==> src/rtl/mii_pkg.sv <==
// Shared types and constants for the MII/RMII transmit datapath.
// Imported by the serializer, the transmit top level and their benches.
package mii_pkg;

  typedef enum logic [2:0] {
    ST_IDLE     = 3'd0,
    ST_PREAMBLE = 3'd1,
    ST_DATA     = 3'd2,
    ST_ERR      = 3'd3,
    ST_DISCARD  = 3'd4,
    ST_IFG      = 3'd5
  } state_t;

  localparam logic [7:0] PREAMBLE_BYTE = 8'h55;
  localparam logic [7:0] SFD_BYTE      = 8'hD5;
  localparam int         PREAMBLE_LEN  = 7;

  function automatic int symbols_per_byte(input int width);
    return 8 / width;
  endfunction

endpackage

==> src/rtl/axis_to_mii_tx_if.sv <==
// Byte-wide AXI-Stream bundle feeding the MII/RMII transmitter.
// The frame source drives the master side, the transmitter takes the slave side.
interface axis_to_mii_tx_if;

  logic [7:0] tdata;
  logic       tvalid;
  logic       tready;
  logic       tlast;

  modport master (output tdata, output tvalid, output tlast, input tready);
  modport slave  (input tdata, input tvalid, input tlast, output tready);

endinterface

==> src/rtl/mii_byte_serializer.sv <==
// Holds one byte and walks it out LSB-first, SYMBOL_WIDTH bits per advance.
// sym_d_o is the symbol selected after this cycle's load/advance, for a registered pin stage.
module mii_byte_serializer
  import mii_pkg::*;
#(
  parameter int SYMBOL_WIDTH = 2
) (
  input  logic                    clock,
  input  logic                    reset,
  input  logic                    load_i,
  input  logic [7:0]              byte_i,
  input  logic                    advance_i,
  output logic                    last_phase_o,
  output logic [SYMBOL_WIDTH-1:0] sym_d_o
);

  localparam int S  = symbols_per_byte(SYMBOL_WIDTH);
  localparam int PW = $clog2(S);

  logic [7:0]    byte_q, byte_d;
  logic [PW-1:0] phase_q, phase_d;

  assign last_phase_o = (phase_q == PW'(S - 1));

  always_comb begin
    byte_d  = byte_q;
    phase_d = phase_q;
    if (load_i) begin
      byte_d  = byte_i;
      phase_d = '0;
    end else if (advance_i) begin
      phase_d = last_phase_o ? '0 : phase_q + 1'b1;
    end
  end

  assign sym_d_o = byte_d[phase_d*SYMBOL_WIDTH +: SYMBOL_WIDTH];

  always_ff @(posedge clock) begin
    byte_q <= byte_d;
  end

  always_ff @(posedge clock) begin
    if (reset) begin
      phase_q <= '0;
    end else begin
      phase_q <= phase_d;
    end
  end

endmodule

==> src/rtl/axis_to_mii_tx.sv <==
// AXI-Stream to MII/RMII transmit serialiser: preamble/SFD insertion, inter-frame gap,
// and underrun handling (one errored byte time, then drop the rest of the frame).
module axis_to_mii_tx
  import mii_pkg::*;
#(
  parameter int SYMBOL_WIDTH  = 2,
  parameter bit PREAMBLE_EN   = 1'b1,
  parameter int IFG_BYTES     = 12,
  parameter int IFG_CNT_WIDTH = 8
) (
  input  logic                    clock,
  input  logic                    reset,
  axis_to_mii_tx_if.slave         saxis,
  output logic [SYMBOL_WIDTH-1:0] tx_d,
  output logic                    tx_en,
  output logic                    tx_er,
  output logic                    underrun,
  output logic                    busy
);

  if (SYMBOL_WIDTH != 2 && SYMBOL_WIDTH != 4) begin : g_bad_width
    $error("axis_to_mii_tx: SYMBOL_WIDTH must be 2 or 4");
  end

  localparam int S         = symbols_per_byte(SYMBOL_WIDTH);
  localparam int IFG_TOTAL = IFG_BYTES * S;

  if (IFG_TOTAL > (2 ** IFG_CNT_WIDTH) - 1) begin : g_bad_ifg
    $error("axis_to_mii_tx: IFG_CNT_WIDTH too small for IFG_BYTES");
  end

  localparam logic [IFG_CNT_WIDTH-1:0] IFG_LOAD  = IFG_CNT_WIDTH'(IFG_TOTAL - 1);
  localparam logic [2:0]               SFD_IDX   = 3'(PREAMBLE_LEN);
  localparam state_t                   GAP_STATE = (IFG_TOTAL > 0) ? ST_IFG : ST_IDLE;

  state_t                   state_q, state_d;
  logic [2:0]               pre_idx_q, pre_idx_d;
  logic                     cur_last_q, cur_last_d;
  logic [IFG_CNT_WIDTH-1:0] ifg_q, ifg_d;
  logic [SYMBOL_WIDTH-1:0]  tx_d_q, tx_d_d;
  logic                     tx_en_q, tx_en_d;
  logic                     tx_er_q, tx_er_d;
  logic                     underrun_q, underrun_d;

  logic                     ser_load, ser_adv, ser_last;
  logic [7:0]               ser_byte;
  logic [SYMBOL_WIDTH-1:0]  ser_sym;
  logic                     tready_c;

  mii_byte_serializer #(
    .SYMBOL_WIDTH (SYMBOL_WIDTH)
  ) u_ser (
    .clock        (clock),
    .reset        (reset),
    .load_i       (ser_load),
    .byte_i       (ser_byte),
    .advance_i    (ser_adv),
    .last_phase_o (ser_last),
    .sym_d_o      (ser_sym)
  );

  // State reflects what is on the pins this cycle; pin registers load from the next state.
  always_comb begin
    state_d    = state_q;
    pre_idx_d  = pre_idx_q;
    cur_last_d = cur_last_q;
    ifg_d      = ifg_q;
    ser_load   = 1'b0;
    ser_byte   = PREAMBLE_BYTE;
    ser_adv    = 1'b0;
    tready_c   = 1'b0;
    underrun_d = 1'b0;
    unique case (state_q)
      ST_IDLE: begin
        if (PREAMBLE_EN) begin
          if (saxis.tvalid) begin
            state_d   = ST_PREAMBLE;
            pre_idx_d = '0;
            ser_load  = 1'b1;
          end
        end else begin
          tready_c = 1'b1;
          if (saxis.tvalid) begin
            state_d    = ST_DATA;
            ser_load   = 1'b1;
            ser_byte   = saxis.tdata;
            cur_last_d = saxis.tlast;
          end
        end
      end
      ST_PREAMBLE: begin
        if (!ser_last) begin
          ser_adv = 1'b1;
        end else if (pre_idx_q != SFD_IDX) begin
          pre_idx_d = pre_idx_q + 3'd1;
          ser_load  = 1'b1;
          ser_byte  = (pre_idx_q == SFD_IDX - 3'd1) ? SFD_BYTE : PREAMBLE_BYTE;
        end else begin
          tready_c = 1'b1;
          if (saxis.tvalid) begin
            state_d    = ST_DATA;
            ser_load   = 1'b1;
            ser_byte   = saxis.tdata;
            cur_last_d = saxis.tlast;
          end else begin
            state_d    = ST_ERR;
            underrun_d = 1'b1;
            ser_load   = 1'b1;
            ser_byte   = 8'h00;
          end
        end
      end
      ST_DATA: begin
        if (!ser_last) begin
          ser_adv = 1'b1;
        end else if (cur_last_q) begin
          state_d = GAP_STATE;
          ifg_d   = IFG_LOAD;
        end else begin
          tready_c = 1'b1;
          if (saxis.tvalid) begin
            ser_load   = 1'b1;
            ser_byte   = saxis.tdata;
            cur_last_d = saxis.tlast;
          end else begin
            state_d    = ST_ERR;
            underrun_d = 1'b1;
            ser_load   = 1'b1;
            ser_byte   = 8'h00;
          end
        end
      end
      ST_ERR: begin
        if (!ser_last) begin
          ser_adv = 1'b1;
        end else begin
          state_d = ST_DISCARD;
        end
      end
      ST_DISCARD: begin
        tready_c = 1'b1;
        if (saxis.tvalid && saxis.tlast) begin
          state_d = GAP_STATE;
          ifg_d   = IFG_LOAD;
        end
      end
      ST_IFG: begin
        // A frame already waiting starts its preamble straight out of the gap, keeping the gap exact.
        if (ifg_q != '0) begin
          ifg_d = ifg_q - 1'b1;
        end else if (PREAMBLE_EN && saxis.tvalid) begin
          state_d   = ST_PREAMBLE;
          pre_idx_d = '0;
          ser_load  = 1'b1;
        end else begin
          state_d = ST_IDLE;
        end
      end
      default: begin
        state_d = ST_IDLE;
      end
    endcase
  end

  always_comb begin
    tx_en_d = (state_d == ST_PREAMBLE) || (state_d == ST_DATA) || (state_d == ST_ERR);
    tx_er_d = (state_d == ST_ERR);
    tx_d_d  = ((state_d == ST_PREAMBLE) || (state_d == ST_DATA)) ? ser_sym : '0;
  end

  always_ff @(posedge clock) begin
    if (reset) begin
      state_q    <= ST_IDLE;
      pre_idx_q  <= '0;
      cur_last_q <= 1'b0;
      ifg_q      <= '0;
      tx_d_q     <= '0;
      tx_en_q    <= 1'b0;
      tx_er_q    <= 1'b0;
      underrun_q <= 1'b0;
    end else begin
      state_q    <= state_d;
      pre_idx_q  <= pre_idx_d;
      cur_last_q <= cur_last_d;
      ifg_q      <= ifg_d;
      tx_d_q     <= tx_d_d;
      tx_en_q    <= tx_en_d;
      tx_er_q    <= tx_er_d;
      underrun_q <= underrun_d;
    end
  end

  assign saxis.tready = tready_c;
  assign tx_d         = tx_d_q;
  assign tx_en        = tx_en_q;
  assign tx_er        = tx_er_q;
  assign underrun     = underrun_q;
  assign busy         = (state_q != ST_IDLE);

endmodule

==> src/flat_wrapper.sv <==
// flat-port wrapper written by rule: the top's interface ports become plain ports
module axis_to_mii_tx_flat import mii_pkg::*;
#(
  parameter int SYMBOL_WIDTH  = 2,
  parameter bit PREAMBLE_EN   = 1'b1,
  parameter int IFG_BYTES     = 12,
  parameter int IFG_CNT_WIDTH = 8
)
  (clock, reset, tx_d, tx_en, tx_er, underrun, busy, saxis_tdata, saxis_tvalid, saxis_tlast, saxis_tready);
  axis_to_mii_tx_if saxis_i ();
  input  logic clock;
  input  logic reset;
  output logic [SYMBOL_WIDTH-1:0] tx_d;
  output logic tx_en;
  output logic tx_er;
  output logic underrun;
  output logic busy;
  input wire logic [$bits(saxis_i.tdata)-1:0] saxis_tdata;
  input wire logic [$bits(saxis_i.tvalid)-1:0] saxis_tvalid;
  input wire logic [$bits(saxis_i.tlast)-1:0] saxis_tlast;
  output wire logic [$bits(saxis_i.tready)-1:0] saxis_tready;
  assign saxis_i.tdata = saxis_tdata;
  assign saxis_i.tvalid = saxis_tvalid;
  assign saxis_i.tlast = saxis_tlast;
  assign saxis_tready = saxis_i.tready;
  axis_to_mii_tx #(.SYMBOL_WIDTH(SYMBOL_WIDTH), .PREAMBLE_EN(PREAMBLE_EN), .IFG_BYTES(IFG_BYTES), .IFG_CNT_WIDTH(IFG_CNT_WIDTH)) u_core (.clock(clock), .reset(reset), .saxis(saxis_i), .tx_d(tx_d), .tx_en(tx_en), .tx_er(tx_er), .underrun(underrun), .busy(busy));
endmodule
==> config.mk <==
export PLATFORM = sky130hd
export DESIGN_NAME = axis_to_mii_tx_flat
export DESIGN_NICKNAME = d
export VERILOG_FILES = /design/src/rtl/mii_pkg.sv /design/src/rtl/axis_to_mii_tx_if.sv /design/src/rtl/mii_byte_serializer.sv /design/src/rtl/axis_to_mii_tx.sv /design/src/flat_wrapper.sv
export SDC_FILE = /design/constraint.sdc
export NUM_CORES = 1
export LEC_CHECK = 0
export ABC_AREA = 1
export ABC_CLOCK_PERIOD_IN_PS = 1800
export CAP_MARGIN = 10
export CORE_AREA = 8 8 79 81
export CTS_CLUSTER_SIZE = 14
export DETAILED_ROUTE_END_ITERATION = 10
export DIE_AREA = 0 0 87 89
export DONT_BUFFER_PORTS = 1
export PLACE_DENSITY = 0.64
export SYNTH_ARGS = -nofsm -noshare
export SYNTH_HDL_FRONTEND = slang
export SYNTH_HIERARCHICAL = 1
export SYNTH_SLANG_ARGS = --single-unit
==> constraint.sdc <==
create_clock -name clock -period 1.8 [get_ports clock]
set_input_delay 0.18 -clock clock [delete_from_list [all_inputs] [get_ports clock]]
set_output_delay 0.18 -clock clock [all_outputs]
set_load 0.005 [all_outputs]
==> flow_summary.yaml <==
run_status:
  outcome: "finished with violations"
  violations: "setup timing"
timing:
  fin_hold_ws_ns: 0.0911
  finalMaxSlewViolations: 0
  final_hold_viol_count: 0
  slew_headroom_pct: 67.9
  grt_setup_unrepaired: "true"
  fin_worst_skew_ns: 0.00426
  tightest_slew_ns: 0.480
  fmax_mhz: 542
  min_period_ns: 1.85
  setup_viol: 2
  setup_ws_ns: -0.0454
  period_share_pct: 103
  timing.setup.tns_ns: -0.0457
logic_synthesis:
  yosys_register_bits: 30
  netlist_area_sq_um: 1930
  postSynthCellCount: 303
  yosysWarnings: 6
  yosysSeqAreaShare_pct: 31.0
  synth_cell_type_count: 34
  syn_nets: 321
  syn-mean-instance-area_sq_um: 6.38
critical_path:
  worst-setup-path-type: "flip-flop to flip-flop"
  arrival_ns: 2.03
  crit_path_end_kind: "flip-flop"
  crit_required_ns: 1.98
  critPathMaxFanout: 4
  startpoint_type: "flip-flop"
  reg2reg_slack_ns: -0.05
  reg2reg_depth: 14
  r2r_end: "u_core/tx_d[1]"
  regToRegStartpoint: "u_core/state_q[1]"
finish:
  syn_to_final_growth_pct: 49.2
  layout_commonest_cell: "nand2_1"
  fin_util_pct: 58.0
  nets: 389
  diodes: 0
  drive_gt1_share_pct: 38.2
  final_cells: 442
  design_area_sq_um: 2890
  final_cell_mix: "59 x nand2_1, 58 x buf_4, 42 x inv_1, 28 x nor2_1, 25 x nand3_1"
floorplan:
  row_count: 26
  io_pins: 19
  dieArea_sq_um: 7740
  die_w_um: 87
  core-area_sq_um: 4980
  die_h_um: 89
  initial_core_util_pct: 38.9
hold_path:
  holdPathStages: 3
  hold_class: "input port to flip-flop"
  worstHoldEndpoint: "u_core/tx_d[1]"
  min_from: "reset"
clock_network:
  clock_latency_ns: 0.28
  numCtsBuffers: 5
  cts_tree: "built"
  htreeDepth: 2
  clockRootBuffer: "clkbuf_8"
  cts.sinks: 30
  clkSlewWorstSetupHoldPaths_ns: 0.07
  clockBufferDepth: 2
place:
  io_buffer_count: 0
  gp_congestion: 0.936
  pre_cts_slack_ns: -0.133
  place_area_sq_um: 2330
  dp_cells: 413
  hpwl_mm: 3.82
flow_run:
  drv_cap: 0
power_and_ir_drop:
  share_comb_of_total_power_pct: 22.1
  p_int_mw: 1.20
  power_density_nw_per_um2: 591
  power.switching_uw: 505
  pwr-share-clk_pct: 34.5
  p_leak_nw: 1.40
  ir_drop_mv: 0.393
  p_total_mw: 1.70
  switching_share_pct: 29.6
  seqPwrFrac_pct: 43.5
drt:
  wirelength_mm: 5.68
  drtPass1Iterations: 4
  vias_per_cell: 4.85
  route.detailed.drc: 0
  vias: 2145
  antenna_left: 0
  drtIter0Drc: 155
  avgRoutedWirePerCell_um: 12.8
global_routing:
  grt_use_total_pct: 16.1
  grt_pass1_vias: 2173
  grt_max_degree: 13
  grt_pass1_wl_mm: 9.74
  grt_overflow: 0
  antenna_found_initial: 0
[flip-flops by register name, indices dropped and copies added, names as in the netlist]
register / cells
u_core/u_ser/phase_q: 2
u_core/tx_er: 1
u_core/tx_en: 1
u_core/underrun: 1
u_core/ifg_q: 8
u_core/state_q: 3
u_core/tx_d: 2
u_core/pre_idx_q: 3
u_core/cur_last_q: 1
u_core/u_ser/byte_q: 8
[routing by layer]
| metal | vias up | part of all wire, % | GRT usage [%] |
|---|---|---|---|
| met5 | - | 0 | 0 |
| met4 | 0 | 1.8 | 7.36 |
| met3 | 10 | 5.1 | 2.85 |
| met2 | 50 | 49 | 28.2 |
| met1 | 989 | 44 | 18.6 |
| li1 | 1096 | - | - |
[worst max path at each step]
stage	startpoint	to	slack (ns)	cells past startpoint
2_1_floorplan	u_core/pre_idx_q[1]	u_core/tx_d[1]	0.0002	15
4_1_cts	u_core/ifg_q[1]	u_core/tx_d[0]	0.001	15
3_5_place_dp	u_core/ifg_q[1]	u_core/tx_d[0]	-0.13	14
5_1_grt	u_core/pre_idx_q[1]	u_core/tx_d[1]	-0.18	15
3_3_place_gp	u_core/ifg_q[1]	u_core/tx_d[0]	-0.10	14
6_report	u_core/state_q[1]	u_core/tx_d[1]	-0.05	14
[worst max-delay path, cell delays in order (launching register included)]
cell	delay, ns
dfxtp_4	0.39
inv_6	0.05
buf_6	0.11
nand2_4	0.10
nor2_8	0.04
nand3_2	0.07
nand4_1	0.12
buf_6	0.15
bufbuf_16	0.26
o21ai_2	0.16
nand2_1	0.07
nand3_1	0.08
nand2_1	0.05
inv_1	0.04
nor2_1	0.03
[repair_timing]
| action | 4_1_cts | 5_1_grt |
|---|---|---|
| gates resized for setup | 41 | 32 |
| buffers inserted | 14 | 5 |
| hold buffers | 1 | 0 |
| endpoints found under the hold margin | 12 | 0 |
| cloned | 3 | 0 |
| pin swaps | 14 | 29 |
| setup endpoints to repair | 4 | 14 |
[synthesized netlist by cell type]
cell type   n  area (sq um)
or2_2       2          12.5
nor2_2      2          12.5
nor2_4      1          11.3
nor2_1     39           146
nor2_8      1          20.0
nand2_1    70           263
nand4_1     3          18.8
inv_1      46           173
clkbuf_1    1          3.75
clkinv_1    1          3.75
o21ai_1     9          45.0
inv_2       3          11.3
a21oi_1    14          70.1
buf_8       1          15.0
ha_1        6          75.1
nand3_2     1          10.0
buf_4       1          7.51
or2_1       1          6.26
buf_6       2          22.5
xor2_1      4          35.0
buf_2       2          10.0
nor3_4      1          16.3
o211ai_1    2          15.0
inv_4       2          12.5
nand2_4     1          11.3
dfxtp_1    30           601
nand2_2     2          12.5
nor3_2      2          20.0
nand3_1    28           140
a31oi_1     1          6.26
nor3_1      2          10.0
o21ai_2     1          8.76
o21ai_0    20           100
clkinv_4    1          8.76
[cell families after synthesis]
| logic type | synth area share [%] |
|---|---|
| simple gates | 36.7 |
| compound gates | 12.7 |
| fa+ha+maj | 3.88 |
| flops | 31.0 |
| xor+xnor | 1.81 |
| buf+inv | 13.8 |
[cell type report]
| cell class | count | area (sq um) |
|---|---|---|
| multi-input cells | 213 | 1280 |
| clock buffers | 6 | 82.6 |
| well taps | 70 | 87.6 |
| clock inverters | 2 | 12.5 |
| flip-flops and latches | 30 | 611 |
| inverters | 53 | 218 |
| fillers | 465 | 2090 |
| repair buffers | 68 | 598 |
[power by group through the flow]
stage	Combinational (mW)	Sequential, mW	Clock (mW)
2_1_floorplan	0.187	0.736	0
3_3_place_gp	0.264	0.742	0
3_5_place_dp	0.266	0.743	0
4_1_cts	0.343	0.735	0.604
5_1_grt	0.419	0.744	0.635
6_report	0.376	0.741	0.587
(Power assumes the default switching activity.)
